File: config.mk
export PLATFORM = sky130hd
export DESIGN_NAME = dma_ch_sched
export DESIGN_NICKNAME = d
export VERILOG_FILES = /design/src/rtl/dma_ch_sched.sv
export SDC_FILE = /design/constraint.sdc
export NUM_CORES = 1
export LEC_CHECK = 0
export CORE_ASPECT_RATIO = 0.7
export CORE_MARGIN = 2
export CORE_UTILIZATION = 51
export CTS_BUF_LIST = sky130_fd_sc_hd__clkbuf_4
export DETAILED_ROUTE_END_ITERATION = 8
export HOLD_SLACK_MARGIN = 0.03
export PLACE_DENSITY_LB_ADDON = 0.1
export SLEW_MARGIN = 20
export SYNTH_ARGS = -nofsm -noshare
export SYNTH_HDL_FRONTEND = slang
export SYNTH_SLANG_ARGS = --single-unit
File: constraint.sdc
create_clock -name HCLK -period 5.05 [get_ports HCLK]
set_input_delay 0.7575 -clock HCLK [delete_from_list [all_inputs] [get_ports HCLK]]
set_output_delay 0.7575 -clock HCLK [all_outputs]
set_load 0.05 [all_outputs]
File: src/rtl/dma_ch_sched.sv
// Four-channel DMA request scheduler: priority arbitration with round-robin
// tie-break, per-grant beat quota, and completion/abort signalling.
module dma_ch_sched #(
  parameter int unsigned NCH   = 4,
  parameter int unsigned QUOTA = 16
) (
  input  logic       HCLK,
  input  logic       HRESETn,
  input  logic [3:0] req,
  input  logic [3:0] ch_en,
  input  logic [7:0] ch_pri,
  input  logic       beat_done,
  input  logic       blk_done,
  output logic [3:0] grant,
  output logic [1:0] grant_id,
  output logic [3:0] ack,
  output logic       abort
);

  localparam int unsigned CNT_W  = 8;
  localparam logic [CNT_W-1:0] QUOTA_C = CNT_W'(QUOTA);

  localparam logic [1:0] S_IDLE  = 2'd0;
  localparam logic [1:0] S_ARB   = 2'd1;
  localparam logic [1:0] S_GRANT = 2'd2;
  localparam logic [1:0] S_REL   = 2'd3;

  logic [1:0]       state, state_nxt;
  logic [3:0]       grant_nxt;
  logic [1:0]       grant_id_nxt;
  logic [3:0]       ack_nxt;
  logic             abort_nxt;
  logic [CNT_W-1:0] cnt, cnt_nxt, beat_cnt;
  logic [1:0]       last_id, last_id_nxt;
  logic [1:0]       cur_pri, cur_pri_nxt;

  logic [3:0] elig;
  logic [1:0] pri_a [NCH];
  logic       win_vld;
  logic [1:0] win_id;
  logic [1:0] win_pri;
  logic [1:0] idx;
  logic       comp;

  assign elig = req & ch_en;

  always_comb begin
    for (int unsigned i = 0; i < NCH; i++) begin
      pri_a[i] = ch_pri[2*i +: 2];
    end
  end

  // Highest priority wins; strict '>' keeps the first hit in round-robin order.
  always_comb begin
    win_vld = 1'b0;
    win_id  = last_id;
    win_pri = 2'd0;
    idx     = last_id;
    for (int unsigned k = 1; k <= NCH; k++) begin
      idx = last_id + 2'(k);
      if (elig[idx] && (!win_vld || pri_a[idx] > win_pri)) begin
        win_vld = 1'b1;
        win_id  = idx;
        win_pri = pri_a[idx];
      end
    end
  end

  // Another eligible channel at or above the priority latched at grant time.
  always_comb begin
    comp = 1'b0;
    for (int unsigned i = 0; i < NCH; i++) begin
      if (elig[i] && (2'(i) != grant_id) && (pri_a[i] >= cur_pri)) begin
        comp = 1'b1;
      end
    end
  end

  assign beat_cnt = (beat_done && (cnt != QUOTA_C)) ? cnt + CNT_W'(1) : cnt;

  always_comb begin
    state_nxt    = state;
    grant_nxt    = grant;
    grant_id_nxt = grant_id;
    ack_nxt      = 4'd0;
    abort_nxt    = 1'b0;
    cnt_nxt      = cnt;
    last_id_nxt  = last_id;
    cur_pri_nxt  = cur_pri;
    case (state)
      S_IDLE: begin
        if (|elig) begin
          state_nxt = S_ARB;
        end
      end
      S_ARB: begin
        if (win_vld) begin
          grant_nxt    = 4'b0001 << win_id;
          grant_id_nxt = win_id;
          cur_pri_nxt  = win_pri;
          cnt_nxt      = '0;
          state_nxt    = S_GRANT;
        end else begin
          state_nxt = S_IDLE;
        end
      end
      S_GRANT: begin
        cnt_nxt = beat_cnt;
        if (!ch_en[grant_id]) begin
          abort_nxt = 1'b1;
          grant_nxt = 4'd0;
          state_nxt = S_REL;
        end else if (blk_done) begin
          ack_nxt   = grant;
          grant_nxt = 4'd0;
          state_nxt = S_REL;
        end else if (cnt == QUOTA_C) begin
          if (comp) begin
            grant_nxt = 4'd0;
            state_nxt = S_REL;
          end else begin
            cnt_nxt = CNT_W'(beat_done);
          end
        end
      end
      S_REL: begin
        last_id_nxt = grant_id;
        state_nxt   = (|elig) ? S_ARB : S_IDLE;
      end
      default: begin
        state_nxt = S_IDLE;
        grant_nxt = 4'd0;
      end
    endcase
  end

  always_ff @(posedge HCLK or negedge HRESETn) begin
    if (!HRESETn) begin
      state    <= S_IDLE;
      grant    <= 4'd0;
      grant_id <= 2'd0;
      ack      <= 4'd0;
      abort    <= 1'b0;
      cnt      <= '0;
      last_id  <= 2'd3;
      cur_pri  <= 2'd0;
    end else begin
      state    <= state_nxt;
      grant    <= grant_nxt;
      grant_id <= grant_id_nxt;
      ack      <= ack_nxt;
      abort    <= abort_nxt;
      cnt      <= cnt_nxt;
      last_id  <= last_id_nxt;
      cur_pri  <= cur_pri_nxt;
    end
  end

endmodule

== Yosys cells after proc, flatten, opt, wreduce, memory -nomap -nowiden ==
Index checks and enable logic that the tools add are counted.
Operators by class
  mux-type cells: 64
  magnitude comparators: 16
  reductions and logical operators: 26
  equal/unequal tests: 12
  bitwise gates (word level): 5
  shift operators: 1
  add/sub/neg operators: 4
Operators with widths (count)
  8-bit two-way mux: 6
  2-bit two-way mux: 22
  4-bit two-way mux: 8
  2-bit binary-select mux with 2-bit select: 4
  1-bit two-way mux: 16
  8-bit one-hot mux with 2 select lines: 1
  2-bit by 3-bit < comparator with 1-bit output, second input constant: 5
  3-bit greater-or-equal comparator, second input constant: 4
  1-bit logical AND: 12
  2-bit NOT with 3-bit output: 4
  1-bit binary-select mux with 2-bit select: 5
  8-bit by 1-bit adder with 8-bit output, second input constant: 1
  8-bit by 5-bit == test with 1-bit output, second input constant: 1
  2-bit greater-or-equal comparator: 4
  4-bit != test, second input constant: 2
  8-bit by 5-bit != test with 1-bit output, second input constant: 1
  2-bit one-hot mux with 4 select lines: 1
  4-bit one-hot mux with 2 select lines: 1
  2-bit > comparator: 3
  2-bit adder, second input constant: 2
  4-bit AND: 1
  2-bit == test, second input constant: 2
  2-bit != test, first input constant: 2
  2-bit != test, second input constant: 2
  other kinds (12): 18
Word-level totals
  bits of input ports: 20
  bits in registers: 25
  output and inout port bits: 11
  logic and storage cells: 136

== Logic depth before layout (Yosys ltp) ==
  word-level depth: 21
  mapped depth: 28
  mapped depth without buffers: 26

== Least setup slack after synthesis ==
No wires, ideal clock.
  path kind: flip-flop to flip-flop
  start point: register last_id[0]
  end point: register grant[0]
  path buffers: 2
  library setup time: 121 ps
  setup slack: -478 ps
  cell stages (with the launch flop): 28
  period minus slack after synthesis: 5528 ps
  arrival: 5407 ps
  path through: dfstp_2 buf_2 inv_1 clkbuf_1 nand3_1 o21ai_0 a211oi_1 inv_1 ha_1 nor2b_1 o21ai_0 a21oi_1 a21oi_1 mux2i_1 ha_1 nor2b_1 o21ai_0 a211oi_2 nor2_1 mux2_2 ha_1 nor2b_1 o21ai_0 a31o_4 o41ai_2 xnor2_1 nor2_1 a22o_1
Between the ends
  longest elaborated chain between the ends: 21
RTL lines
  start: declaration: RTL line 34  | logic [1:0] last_id, last_id_nxt;
  start signal: assignment: RTL line 154  | last_id <= last_id_nxt;
  2-bit by 1-bit adder with 2-bit output: RTL line 60  | idx = last_id + 2'(k);
  2-bit NOT with 3-bit output (implied by the code): RTL line 64  | win_pri = pri_a[idx];
  2-bit binary-select mux with 2-bit select: RTL line 64
  2-bit two-way mux (implied by the code) (2 in series): RTL line 64
  2-bit two-way mux: RTL line 61  | if (elig[idx] && (!win_vld || pri_a[idx] > win_pri)) begin
  2-bit > comparator: RTL line 61
  1-bit logical OR: RTL line 61
  1-bit logical AND: RTL line 61
  [4 not listed]
  2-bit two-way mux / 1-bit two-way mux (equally long branches): RTL line 61
  2-bit > comparator / 1-bit logical NOT (equally long branches): RTL line 61
  1-bit logical OR: RTL line 61
  1-bit logical AND: RTL line 61
  2-bit two-way mux: RTL line 61
  1-bit by 2-bit << shifter with 4-bit output: RTL line 98  | grant_nxt = 4'b0001 << win_id;
  4-bit two-way mux: RTL line 97  | if (win_vld) begin
  4-bit one-hot mux with 2 select lines: RTL line 90  | case (state)
  end signal: assignment: RTL line 149  | grant <= grant_nxt;
  end: declaration: RTL line 14  | output logic [3:0] grant,
Several ways; a longest one is shown, not always the timed one. The select of a mux whose other input is x is not followed.
A chain may end at the register's enable or synchronous reset.

== Worst setup path after layout ==
  start point: register last_id[0]
  end point: register grant[2]
Same word-level chain as after synthesis.

==> flow_summary.yaml <==
grt:
  grt_max_degree: 26
  track_usage_pct: 25.11
  antenna_found_initial: 0
  grt-ovfl-total: 0
  grt_pass1_wl_mm: 9.101
  grt_pass1_vias: 1983
logic_synthesis:
  yosys.area_share.simple_pct: 24.34
  synthXorXnorAreaFrac_pct: 1.595
  yosys.area.top_type: "dfrtp_1"
  synthAdderAreaFrac_pct: 9.923
  netlist_instances: 240
  yosys_warnings: 0
  synthFlopType: "dfrtp_1"
  syn_avg_cell_area_um2: 8.826
  syn-num-nets: 276
  synth-edff-count: 0
  muxShareOfSynthArea_pct: 9.451
  yosys_register_bits: 25
  yosys.area.top_type_share_pct: 27.17
  synth_top_family_by_area: "simple AND/OR/NAND/NOR gates"
  synth_area_um2: 2118
  ys_seq_area_share_pct: 29.65
  ys_types: 61
  ys_async_sr_fraction_pct: 100.0
  synth_compound_area_share_pct: 20.67
  synthTopCellsByArea: "dfrtp_1 27%, ha_1 9.5%, nand2_1 5.3%"
critical_path:
  timing.rr.end: "grant[2]"
  r2r_cells: 26
  arrival_ns: 5.49
  path_max_fanout: 6
  crit_start: "last_id[0]"
  crit_type: "reg -> reg"
  critPathCapture: "grant[2]"
  timing.rr.start: "last_id[0]"
  cp.required_ns: 5.32
  endpoint_kind: "register"
  crit_path_start_kind: "register"
  reg2reg_setup_slack_ns: -0.17
floorplanning:
  dieArea_um2: 4693
  core_um2: 3946
  die_x_um: 81.03
  die_h_um: 57.92
  num_rows: 19
  initial_core_util_pct: 53.68
  io_pins: 31
sta:
  tns_ns: -0.6750
  hold_viol_final: 0
  setup_violations: 8
  rsz0062_at_grt: "yes"
  whs_ns: 0.3875
  period_minus_slack_ns: 5.217
  drv_slew: 0
  worst_pin_slew_ns: 0.8515
  post-route-period-util_pct: 103.3
  slew_headroom_pct: 42.71
  skew_ns: 0.009678
  setup_slack_ns: -0.1673
  fmax_mhz: 191.7
clock_tree:
  cts_max_path_buffers: 2
  clkLatencyLatePin_ns: 0.33
  root_buffer: "clkbuf_4"
  hold_buffers: 0
  cts.sinks: 25
  cts_tree: "yes"
  cts_made_buffers: 3
  h-tree-depth: 1
  clkSlewWorstSetupHoldPaths_ns: 0.14
route:
  vias: 2175
  drc: 0
  via_per_inst: 5.910
  drt_iter0_drc: 144
  wl_per_cell_um: 16.97
  ant_nets: 0
  firstDrtPassIters: 5
  wirelength_mm: 6.245
final_layout:
  final_cells: 368
  final_util_pct: 76.95
  antenna_cells: 0
  areaGrowthSynthToFinish_pct: 43.35
  final_net_count: 353
  drive_above_1_share_pct: 33.86
run:
  max_cap_viol_count: 0
placement:
  placedCellCount: 348
  dp_hpwl_mm: 4.178
  gp_congestion: 0.8506
  portBuffers: 30
pwr:
  p_per_area_nw_per_um2: 615.0
  vdd_drop_max_uv: 341.6
  p_leak_uw: 0.001361
  power_uw: 1867
min_path:
  hp-class: "in -> async"
outcome:
  violations: "setup timing"
  outcome: "finished with violations"
-- final cells by class --
class	instances	area [um^2]
multi-input combinational	194	1593
fill	302	909.6
clock inverter	1	5.005
clock buffer	3	22.52
sequential	25	628.1
timing repair buffer	79	666.9
inverter	14	56.30
tap	52	65.06
-- power by group --
part / switching (uW) / internal (uW)
Combinational: 763 / 687
Sequential: 65.1 / 260
Clock: 62.8 / 29.8
-- sequential cells by signal, summed over array words and instances (netlist names), named ones only --
name / count
ack: 4
state: 1
cnt: 8
abort: 1
grant_id: 2
grant: 4
cur_pri: 2
last_id: 2
-- per-layer routing --
layer  GRT usage, %  vias to the layer above  wire length, um
li1               -                     1036                -
met1          37.59                     1033             2830
met2          38.25                       95             2844
met3          4.517                       11              490
met4          5.327                        0               80
met5              0                        -                0
-- stage by stage --
| step | instance area, um^2 | worst slack, ns |
|---|---|---|
| after floorplan | 2171 | 0.007669 |
| after CTS | 2850 | 0.03623 |
| after global placement | 2750 | -0.4936 |
| after global routing | 3037 | -0.3889 |
| after detailed placement | 2745 | -0.6666 |
| final | 3037 | -0.1673 |
-- kinds of logic after synthesis --
logic type	count (synthesis)
XOR/XNOR	3
flip-flops	25
adder cells (fa/ha/maj)	17
multiplexers	15
buffers and inverters	21
AND/OR/NAND/NOR	98
AO/OA/AOI/OAI	61
-- worst min path at each step --
stage                            endpoint  startpoint  slack [ns]
2_1_floorplan  asynchronous set/reset pin     HRESETn        0.46
3_3_place_gp                     grant[3]    grant[3]        0.51
3_5_place_dp                     grant[3]    grant[3]        0.50
4_1_cts                            cnt[7]     HRESETn        0.41
5_1_grt                       grant_id[1]     HRESETn        0.42
6_report                           cnt[5]     HRESETn        0.39
-- worst max-delay path, stage by stage, from the launching register on --
cell and delay [ns]:
dfstp_2 0.59, clkinvlp_4 0.19, buf_4 0.23, o21ai_4 0.18, buf_4 0.15, a211oi_2 0.04, ha_2 0.35, nand2_1 0.11
o21ai_4 0.11, a21oi_2 0.08, a21oi_2 0.21, mux2i_1 0.28, inv_1 0.08, ha_1 0.30, nand2_2 0.10, o21ai_4 0.07
a211oi_2 0.28, nor2_2 0.09, mux2_4 0.33, ha_4 0.27, nor2b_1 0.16, o21ai_1 0.10, a31o_4 0.23, o41ai_2 0.08
xnor2_2 0.17, or2_1 0.25, o2bb2ai_2 0.13
-- synthesized netlist by cell type, types with 2 or more instances --
| master | instances |
|---|---|
| mux2i_1 | 8 |
| a21oi_1 | 13 |
| o21ai_0 | 12 |
| mux4_1 | 2 |
| and3_1 | 2 |
| and2_1 | 7 |
| nand2b_1 | 7 |
| mux2_2 | 4 |
| nor3_1 | 2 |
| inv_1 | 14 |
| nand3b_1 | 3 |
| nand3_2 | 2 |
| nand2_1 | 30 |
| o21ai_1 | 2 |
| nor2_1 | 17 |
| dfrtp_1 | 23 |
| dfstp_2 | 2 |
| a211oi_2 | 2 |
| nor2b_1 | 6 |
| buf_2 | 2 |
| nand4_1 | 4 |
| ha_1 | 16 |
| nand3_1 | 8 |
| nor4_1 | 2 |
| clkbuf_1 | 3 |
| a211oi_1 | 6 |
| a31oi_1 | 7 |
-- cells in the final DEF, fill, tap and decap left out, drive strengths merged, types with 2 or more instances in the layout --
master and n:
mux2i 8, o21ai 14, a31oi 7, nand2 31
nand3b 3, nand3 10, and3 2, dlygate4sd2 10
o211a 2, nand4 4, mux4 3, and2 8
dfrtp 23, a211oi 8, clkbuf 5, nand2b 7
a21oi 14, nor2b 6, nor4 2, o2bb2ai 2
inv 13, clkdlybuf4s50 16, nor2 17, nor3 2
mux2 4, a31o 2, ha 16, buf 50
dfstp 2, xnor2 2
-- timing repair --
action / in CTS / in global routing
endpoints found under the setup margin: 8 / 8
gates resized for setup: 16 / 35
pin swaps: 19 / 24
setup buffers: 10 / 8
Note: power is estimated with default switching activity, not from simulation.
